[config.mk]
export PLATFORM = sky130hd
export DESIGN_NAME = debug_capture_sched
export DESIGN_NICKNAME = d
export VERILOG_FILES = /design/src/rtl/debug_capture_sched_pkg.sv /design/src/rtl/debug_capture_sched_rr_arbiter.sv /design/src/rtl/debug_capture_sched.sv
export SDC_FILE = /design/constraint.sdc
export NUM_CORES = 1
export LEC_CHECK = 0
export BUFFER_PORTS_ARGS = -buffer_cell sky130_fd_sc_hd__buf_4
export CAP_MARGIN = 5
export CORE_ASPECT_RATIO = 0.5
export CORE_MARGIN = 2
export CORE_UTILIZATION = 56
export DETAILED_ROUTE_END_ITERATION = 8
export HOLD_SLACK_MARGIN = 0.05
export PLACE_DENSITY = 0.79
export SYNTH_ARGS = -nofsm -noshare
export SYNTH_HDL_FRONTEND = slang
export SYNTH_HIERARCHICAL = 1
export SYNTH_SLANG_ARGS = --single-unit
[constraint.sdc]
create_clock -name clock_50 -period 3.99 [get_ports clock_50]
set_input_delay 0.399 -clock clock_50 [delete_from_list [all_inputs] [get_ports clock_50]]
set_output_delay 0.399 -clock clock_50 [all_outputs]
set_load 0.1 [all_outputs]
[src/rtl/debug_capture_sched_pkg.sv]
// debug_capture_pkg: shared sizing constants and saturating counter helper for the debug capture scheduler
package debug_capture_pkg;
  localparam int NUM_SRC = 4;
  localparam int DATA_W = 14;
  localparam int CNT_W = 8;
  localparam int SRC_W = $clog2(NUM_SRC);
  function automatic logic [CNT_W-1:0] sat_inc(input logic [CNT_W-1:0] v);
    return &v ? v : v + CNT_W'(1);
  endfunction
endpackage

[src/rtl/debug_capture_sched_rr_arbiter.sv]
// rr_arbiter: combinational round-robin pick, searching upward from the source after last_i
module rr_arbiter #(
  parameter int NUM_SRC = 4,
  parameter int SRC_W = $clog2(NUM_SRC)
) (
  input  logic [NUM_SRC-1:0] req_i,
  input  logic [SRC_W-1:0]   last_i,
  output logic [NUM_SRC-1:0] gnt_o,
  output logic [SRC_W-1:0]   idx_o,
  output logic               any_o
);
  // first requester at (last+1) mod NUM_SRC onward wins; the last-granted source is checked last
  always_comb begin
    gnt_o = '0;
    idx_o = '0;
    any_o = 1'b0;
    for (int k = 1; k <= NUM_SRC; k++) begin
      if (!any_o && req_i[SRC_W'((int'(last_i) + k) % NUM_SRC)]) begin
        any_o = 1'b1;
        idx_o = SRC_W'((int'(last_i) + k) % NUM_SRC);
        gnt_o[SRC_W'((int'(last_i) + k) % NUM_SRC)] = 1'b1;
      end
    end
  end
endmodule

[src/rtl/debug_capture_sched.sv]
// debug_capture_sched: one-deep per-source buffers, round-robin onto a valid/ready port, with drop stats
module debug_capture_sched
  import debug_capture_pkg::*;
#(
  parameter int NUM_SRC = debug_capture_pkg::NUM_SRC,
  parameter int DATA_W = debug_capture_pkg::DATA_W,
  parameter int SRC_W = $clog2(NUM_SRC)
) (
  input  logic                      clock_50,
  input  logic                      reset,
  input  logic                      capture_en,
  input  logic                      clear_stats,
  input  logic [NUM_SRC-1:0]        src_strobe,
  input  logic [NUM_SRC*DATA_W-1:0] src_data,
  output logic                      out_valid,
  input  logic                      out_ready,
  output logic [DATA_W-1:0]         out_data,
  output logic [SRC_W-1:0]          out_src,
  output logic [NUM_SRC-1:0]        overflow,
  output logic [NUM_SRC*CNT_W-1:0]  drop_count
);
  logic [NUM_SRC-1:0] full_q, full_d, ovf_q, ovf_d, gnt, load, drop;
  logic [DATA_W-1:0]  pend_q [NUM_SRC];
  logic [DATA_W-1:0]  pend_d [NUM_SRC];
  logic [CNT_W-1:0]   cnt_q [NUM_SRC];
  logic [CNT_W-1:0]   cnt_d [NUM_SRC];
  logic [SRC_W-1:0]   last_q, gnt_idx, out_src_q;
  logic [DATA_W-1:0]  out_data_q;
  logic               out_valid_q, any_gnt, take;

  assign take = (!out_valid_q || out_ready) && any_gnt;
  assign out_valid = out_valid_q;
  assign out_data = out_data_q;
  assign out_src = out_src_q;
  assign overflow = ovf_q;

  rr_arbiter #(.NUM_SRC(NUM_SRC), .SRC_W(SRC_W)) u_arb (
    .req_i (full_q),
    .last_i(last_q),
    .gnt_o (gnt),
    .idx_o (gnt_idx),
    .any_o (any_gnt)
  );

  // a slot being granted this edge can take a new word on the same edge; otherwise a full slot keeps its old word
  for (genvar i = 0; i < NUM_SRC; i++) begin : g_src
    assign load[i] = capture_en && src_strobe[i] && (!full_q[i] || (take && gnt[i]));
    assign drop[i] = capture_en && src_strobe[i] && !load[i];
    assign full_d[i] = load[i] || (full_q[i] && !(take && gnt[i]));
    assign pend_d[i] = load[i] ? src_data[i*DATA_W +: DATA_W] : pend_q[i];
    assign ovf_d[i] = !clear_stats && (drop[i] || ovf_q[i]);
    assign cnt_d[i] = clear_stats ? '0 : drop[i] ? sat_inc(cnt_q[i]) : cnt_q[i];
    assign drop_count[i*CNT_W +: CNT_W] = cnt_q[i];
  end

  // state update: buffers, stats, and the output register which only reloads when free
  always_ff @(posedge clock_50) begin
    if (reset) begin
      full_q <= '0;
      ovf_q <= '0;
      pend_q <= '{default: '0};
      cnt_q <= '{default: '0};
      out_valid_q <= 1'b0;
      out_data_q <= '0;
      out_src_q <= '0;
      last_q <= SRC_W'(NUM_SRC - 1);
    end else begin
      full_q <= full_d;
      ovf_q <= ovf_d;
      pend_q <= pend_d;
      cnt_q <= cnt_d;
      out_valid_q <= take || (out_valid_q && !out_ready);
      if (take) begin
        out_data_q <= pend_q[gnt_idx];
        out_src_q <= gnt_idx;
        last_q <= gnt_idx;
      end
    end
  end
endmodule

Word level (Yosys, flattened, before mapping)
Index checks and enable logic that the tools add are counted.

operators by class
  $mul = 0
  reduce and logical (&&, ||, !) cells = 74
  equal/unequal tests = 0
  multiplexer cells = 35
  divide/modulo/power cells = 0
  shift operators = 0
  $add $sub $neg = 8
  bitwise gates (word level) = 8
  order comparisons = 9

operator list
  operator               count
  $logic_and A1 B1 Y1    33
  $add A8 B1 Y8 const B  4
  $reduce_and A8 Y1      4
  $bmux W14 S2           1
  $mux W14               2
  $logic_not A1 Y1       18
  $lt A2 B4 Y1 const B   4
  $mux W1                16
  $mux W4                4
  $logic_or A1 B1 Y1     14
  $or A4 B4 Y4           3
  $bmux W1 S2            4
  $demux W1 S2           4
  $ge A2 B1 Y1 const B   4
  $mux W2                4
  $reduce_and A2 Y1      4
  $add A2 B1 Y2 const B  2
  $add A2 B2 Y2 const B  2
  $not A1 Y1             4
  $ge A3 B3 Y1 const B   1
  $not A2 Y3             1
  $reduce_or A2 Y1       1

storage, ports and cells
  input port bits = 65
  output and inout port bits = 53
  bits in latches = 0
  flip-flop bits (word level) = 115
  word-level logic and storage cells = 148
  bits in read-only memories = 0
  memories kept = 0
  bits in writable memories = 0

Longest topological paths before layout
  word-level depth = 22
  mapped depth = 14

By module
Netlist, hierarchy kept.

modules (own cells, without submodules)
  module               times used  seq. area each (µm²)  area each (µm²)  cells an instance
  debug_capture_sched  1           2302.2                5449.0           580
  rr_arbiter           1           0.0                   583.1            75

Least setup slack after synthesis
No wires, ideal clock.

  kind = register to register
  from = register last_q[0]
  to = register out_data_q[10], in the netlist out_data[10]
  cell stages (with the launch flop) = 14
  path slack = 0.902 ns
  library setup time = 0.132 ns
  clock period less this slack = 3.088 ns
  arrival time = 2.956 ns
  required time = 3.858 ns
  path buffers = 4
  cell sequence = dfxtp_1 -> buf_2 -> inv_1 -> ha_1 -> clkbuf_1 -> inv_1 -> a2bb2oi_2 -> nor3_1 -> or3_1 -> buf_2 -> buf_2 -> mux4_2 -> nand2_1 -> a21oi_1

between the ends
  longest elaborated chain between the ends = 18
  elaborated cells between the ends (all ways) = 35

ends and longest elaborated chain
  element                                        RTL line                                                                    RTL
  from (decl)                                    debug_capture_sched.sv:27                                                   logic [SRC_W-1:0] last_q, gnt_idx, out_src_q;
  from (signal assigned)                         debug_capture_sched.sv:66                                                   last_q <= SRC_W'(NUM_SRC - 1);
  from (signal assigned)                         debug_capture_sched.sv:76                                                   last_q <= gnt_idx;
  $add A2 B1 Y2                                  debug_capture_sched_rr_arbiter.sv:18, debug_capture_sched_rr_arbiter.sv:20
  $bmux W1 S2                                    debug_capture_sched_rr_arbiter.sv:18                                        if (!any_o && req_i[SRC_W'((int'(last_i) + k) % NUM_SRC)]) begin
  $mux W1 (implied by the code) (2 in a row)     debug_capture_sched_rr_arbiter.sv:18
  $mux W1                                        debug_capture_sched_rr_arbiter.sv:18
  $logic_not A1 Y1                               debug_capture_sched_rr_arbiter.sv:18
  $logic_and A1 B1 Y1                            debug_capture_sched_rr_arbiter.sv:18
  $mux W1                                        debug_capture_sched_rr_arbiter.sv:18
  $logic_not A1 Y1                               debug_capture_sched_rr_arbiter.sv:18
  $logic_and A1 B1 Y1                            debug_capture_sched_rr_arbiter.sv:18
  $mux W1                                        debug_capture_sched_rr_arbiter.sv:18
  $logic_not A1 Y1                               debug_capture_sched_rr_arbiter.sv:18
  $logic_and A1 B1 Y1                            debug_capture_sched_rr_arbiter.sv:18
  $mux W2 *                                      debug_capture_sched_rr_arbiter.sv:18
  named net gnt_idx[0]                           debug_capture_sched.sv:27
  $not A2 Y3 (implied by the code) *             debug_capture_sched.sv:74                                                   out_data_q <= pend_q[gnt_idx];
  $bmux W14 S2 *                                 debug_capture_sched.sv:74
  $mux W14 (implied by the code) * (2 in a row)  debug_capture_sched.sv:74
  to (signal assigned)                           debug_capture_sched.sv:74
  to (decl)                                      debug_capture_sched.sv:28                                                   logic [DATA_W-1:0] out_data_q;

The timed path passes the listed nets; every way through them passes the cells marked *. The select of a mux whose other input is x is not followed.
A chain may end at the register's enable or synchronous reset.

Worst setup path in the final report
  from = register last_q[1]
  to = register cnt_q (netlist bit drop_count[14])

between the ends
  elaborated cells between the ends (all ways) = 60

RTL lines
  element                                                RTL line                              RTL
  branches (longest 13 deep; another with $lt A2 B4 Y1)  -
  $mux W4 *                                              debug_capture_sched_rr_arbiter.sv:18
  named net gnt[1]                                       debug_capture_sched.sv:22             logic [NUM_SRC-1:0] full_q, full_d, ovf_q, ovf_d, gnt, load, drop;
  $logic_and A1 B1 Y1 *                                  debug_capture_sched.sv:47             assign load[i] = capture_en && src_strobe[i] && (!full_q[i] || (take && gnt[i]));
  $logic_or A1 B1 Y1 *                                   debug_capture_sched.sv:47
  $logic_and A1 B1 Y1 *                                  debug_capture_sched.sv:47
  $logic_not A1 Y1 *                                     debug_capture_sched.sv:48             assign drop[i] = capture_en && src_strobe[i] && !load[i];
  $logic_and A1 B1 Y1 *                                  debug_capture_sched.sv:48
  $reduce_and A2 Y1 (no line) *                          -
  to (signal assigned)                                   debug_capture_sched.sv:71             cnt_q <= cnt_d;
  to (decl)                                              debug_capture_sched.sv:25             logic [CNT_W-1:0] cnt_q [NUM_SRC];

Mark *: on every way through the listed nets, which the timed path passes. The select of a mux whose other input is x is not followed.

==> run summary <==
Outcome: completed
Initial antenna violation count: 0
Synthesized area: 0.00603 mm2
Gate power share: 18.4%
Synth top area cells: dfxtp_1 (38%), nand2b_1 (12%), mux2i_1 (11%)
Total die area: 0.0117 mm2
Ant diodes: 0
Overall die height: 77.4 um
CP arrival: 3.75 ns
TritonCTS Buffers: 17
Share of cells above drive strength 1: 24.0%
Power Internal: 2.37 mW
First-pass GRT wire length: 24100 um
#FFs+latches synth: 115
Critical path capture point type: flip-flop
Sequential power share: 37.5%
Max-slew violations: 0
DIE WIDTH: 151 um
Final RePlAce weighted congestion: 0.944
Largest net degree at the start of global routing: 135
CP max FO: 15
Hpwl dp: 9750 um
Clock tree buffer depth: 2
Clk Latency, worst-skew pair: 0.41 ns
Critical path data required time: 4.29 ns
Final period util: 86.4%
Post-Synthesis Cells: 655
Setup crit start kind: flip-flop
Root Driver: clkbuf_16
CTS Sinks: 115
Syn nets: 732
Top FF cell, synth: dfxtp_1
Place WS: 0.638 ns
Clock power share: 44.0%
DR iter-0 viols: 313
Yosys top cell area share: 38.2%
Asr flop ratio synth: 0%
CTS tree: yes
Initial Util: 58.3%
DRT Wirelength: 14800 um
Final hold viol count: 0
Relative slew margins: 35.4%
IO Pins: 118
H-tree depth: 4
Post-CTS sizing: 0
Drt wl/cell: 16.4 um
Worst vdd ir: 0.344 mV
Number of warning messages in the yosys log: 6
Setup ws final: 0.542 ns
Yosys cell types: 54
Setup TNS Final: 0 ns
Vias: 5127
Synth area leader: dfxtp_1
Avg Vias per Cell: 5.68
Power Dens Cells: 444 mW/mm2
DRC: 0
Clock edge transition at the registers on the reported setup and hold paths: 0.05 ns
Switching power total: 0.944 mW
Least-Margin Pin Slew: 0.968 ns
Sw Share: 28.5%
Fin Clk Skew: 0.00853 ns
GR Util All Layers: 26.1%
EDFF count, synth: 0
Vias in the first global route: 4924
Core ar.: 0.0103 mm2
Port bufs: 117
Grt ovf: 0
Hold_buf cts: 0
Layout net count: 828
# rows: 26
Post-DRT Antenna Nets: 0
RSZ-0062 raised after global routing: no
Maximum clock frequency: 290 MHz
Syn avg cell area: 9.21 um2
Tmin final: 3.45 ns
Commonest cells in the netlist: dfxtp_1 (115), nand2b_1 (115), mux2i_1 (66), nand2_1 (58), a21oi_1 (43)
Layout area overhead: 24.0%
Final setup viols: 0
TritonRoute pass-1 iters: 5
Worst hold path type: primary input to flip-flop
Classification of the worst setup path: flip-flop to flip-flop
Maxcap violations: 0
Leakage: 2.88 nW
Sequential element share of the synthesized area: 38.2%
Post-CTS setup buffers: 0
## layout by cell type, fill, tap and decap left out, types with 3 or more instances in the layout
cell type and n:
nor2b_2 4, and2_1 7, clkbuf_1 3, o221ai_1 3, nand4_1 7, or3_1 7
o21ai_0 11, nand2b_1 115, o41ai_1 7, buf_4 126, dfxtp_1 115, clkbuf_16 17
mux4_2 15, nand3b_1 4, o21bai_1 4, a31oi_1 8, and3_1 4, o311ai_0 3
clkinv_2 5, nand2_1 58, or4_1 13, nor2_1 19, nand3_1 18, nor3_1 4
nor4_1 4, o21ai_1 4, a21oi_1 43, mux2i_1 66, o31ai_1 8, inv_1 13
ha_1 12
## power groups by stage
| stage | logic, mW | registers [mW] | clock network (mW) |
|---|---|---|---|
| 3_5_place_dp | 0.605 | 1.27 | 0 |
| 4_1_cts | 0.610 | 1.24 | 1.48 |
| 5_1_grt | 0.657 | 1.25 | 1.53 |
| 2_1_floorplan | 0.371 | 1.35 | 0 |
| 3_3_place_gp | 0.598 | 1.27 | 0 |
| 6_report | 0.611 | 1.25 | 1.46 |
## critical path, stage by stage, from the launching register on
cell	delay, ns
dfxtp_1	0.64
inv_1	0.26
ha_1	0.43
inv_1	0.25
mux2i_1	0.37
nand2_1	0.09
o221ai_1	0.10
nand2_1	0.12
o21bai_1	0.69
o21ai_0	0.18
and3_1	0.20
## cell families (layout without fill, tap and decap cells)
logic type | count (synthesis) | after routing | share of synthesized area (%)
buffers and inverters | 62 | 170 | 4.87
muxes | 82 | 82 | 16.7
DFF | 115 | 115 | 38.2
AOI/OAI and AO/OA | 111 | 111 | 12.4
and+or+nand+nor | 273 | 273 | 25.3
adders and majority gates | 12 | 12 | 2.49
## area by class of cell
type                    count  area, um2
multi-input cells         478       3450
fillers                   804       2870
flip-flops and latches    115       2300
repair buffers            126        946
clock buffers              21        450
well taps                 140        175
clock inverters            10        109
inverters                  13       48.8
## flip-flops by register name, summed over array words and instances, names as in the netlist
signal      cells
pend_q         56
drop_count     32
out_data       14
full_q          4
overflow        4
last_q          2
out_src         2
out_valid       1
## path summary, 6_finish.rpt
kind / from / depth (start not counted) / end / slack (ns)
max: last_q[1]$_SDFFE_PP1N_ / 10 / drop_count[14]$_SDFFE_PP0P_ / 0.54
min: reset / 2 / full_q[1]$_SDFF_PP0_ / 0.21
max reg2reg: last_q[1]$_SDFFE_PP1N_ / 10 / drop_count[14]$_SDFFE_PP0P_ / 0.54
min reg2reg: out_data[0]$_SDFFE_PP0N_ / 2 / out_data[0]$_SDFFE_PP0N_ / 0.46
## metrics by stage
stage / cells / hold slack (ns) / area (um2) / power (mW) / util [%]
floorplan: 655 / 0.445 / 6030 / 1.72 / -
global placement: 872 / 0.446 / 6920 / 1.86 / 66.9
detailed placement: 872 / 0.450 / 6920 / 1.87 / 66.9
CTS: 903 / 0.198 / 7480 / 3.33 / 72.3
global route: 903 / 0.213 / 7480 / 3.44 / 72.3
finish: 903 / 0.210 / 7480 / 3.32 / 72.3
## layer usage
metal / track usage, % / share of wire (%)
met3: 5.65 / 5.7
met5: 0 / 0
met1: 34.8 / 46
met4: 9.53 / 1.6
met2: 42.0 / 47
Note: power is estimated with default switching activity, not from simulation.
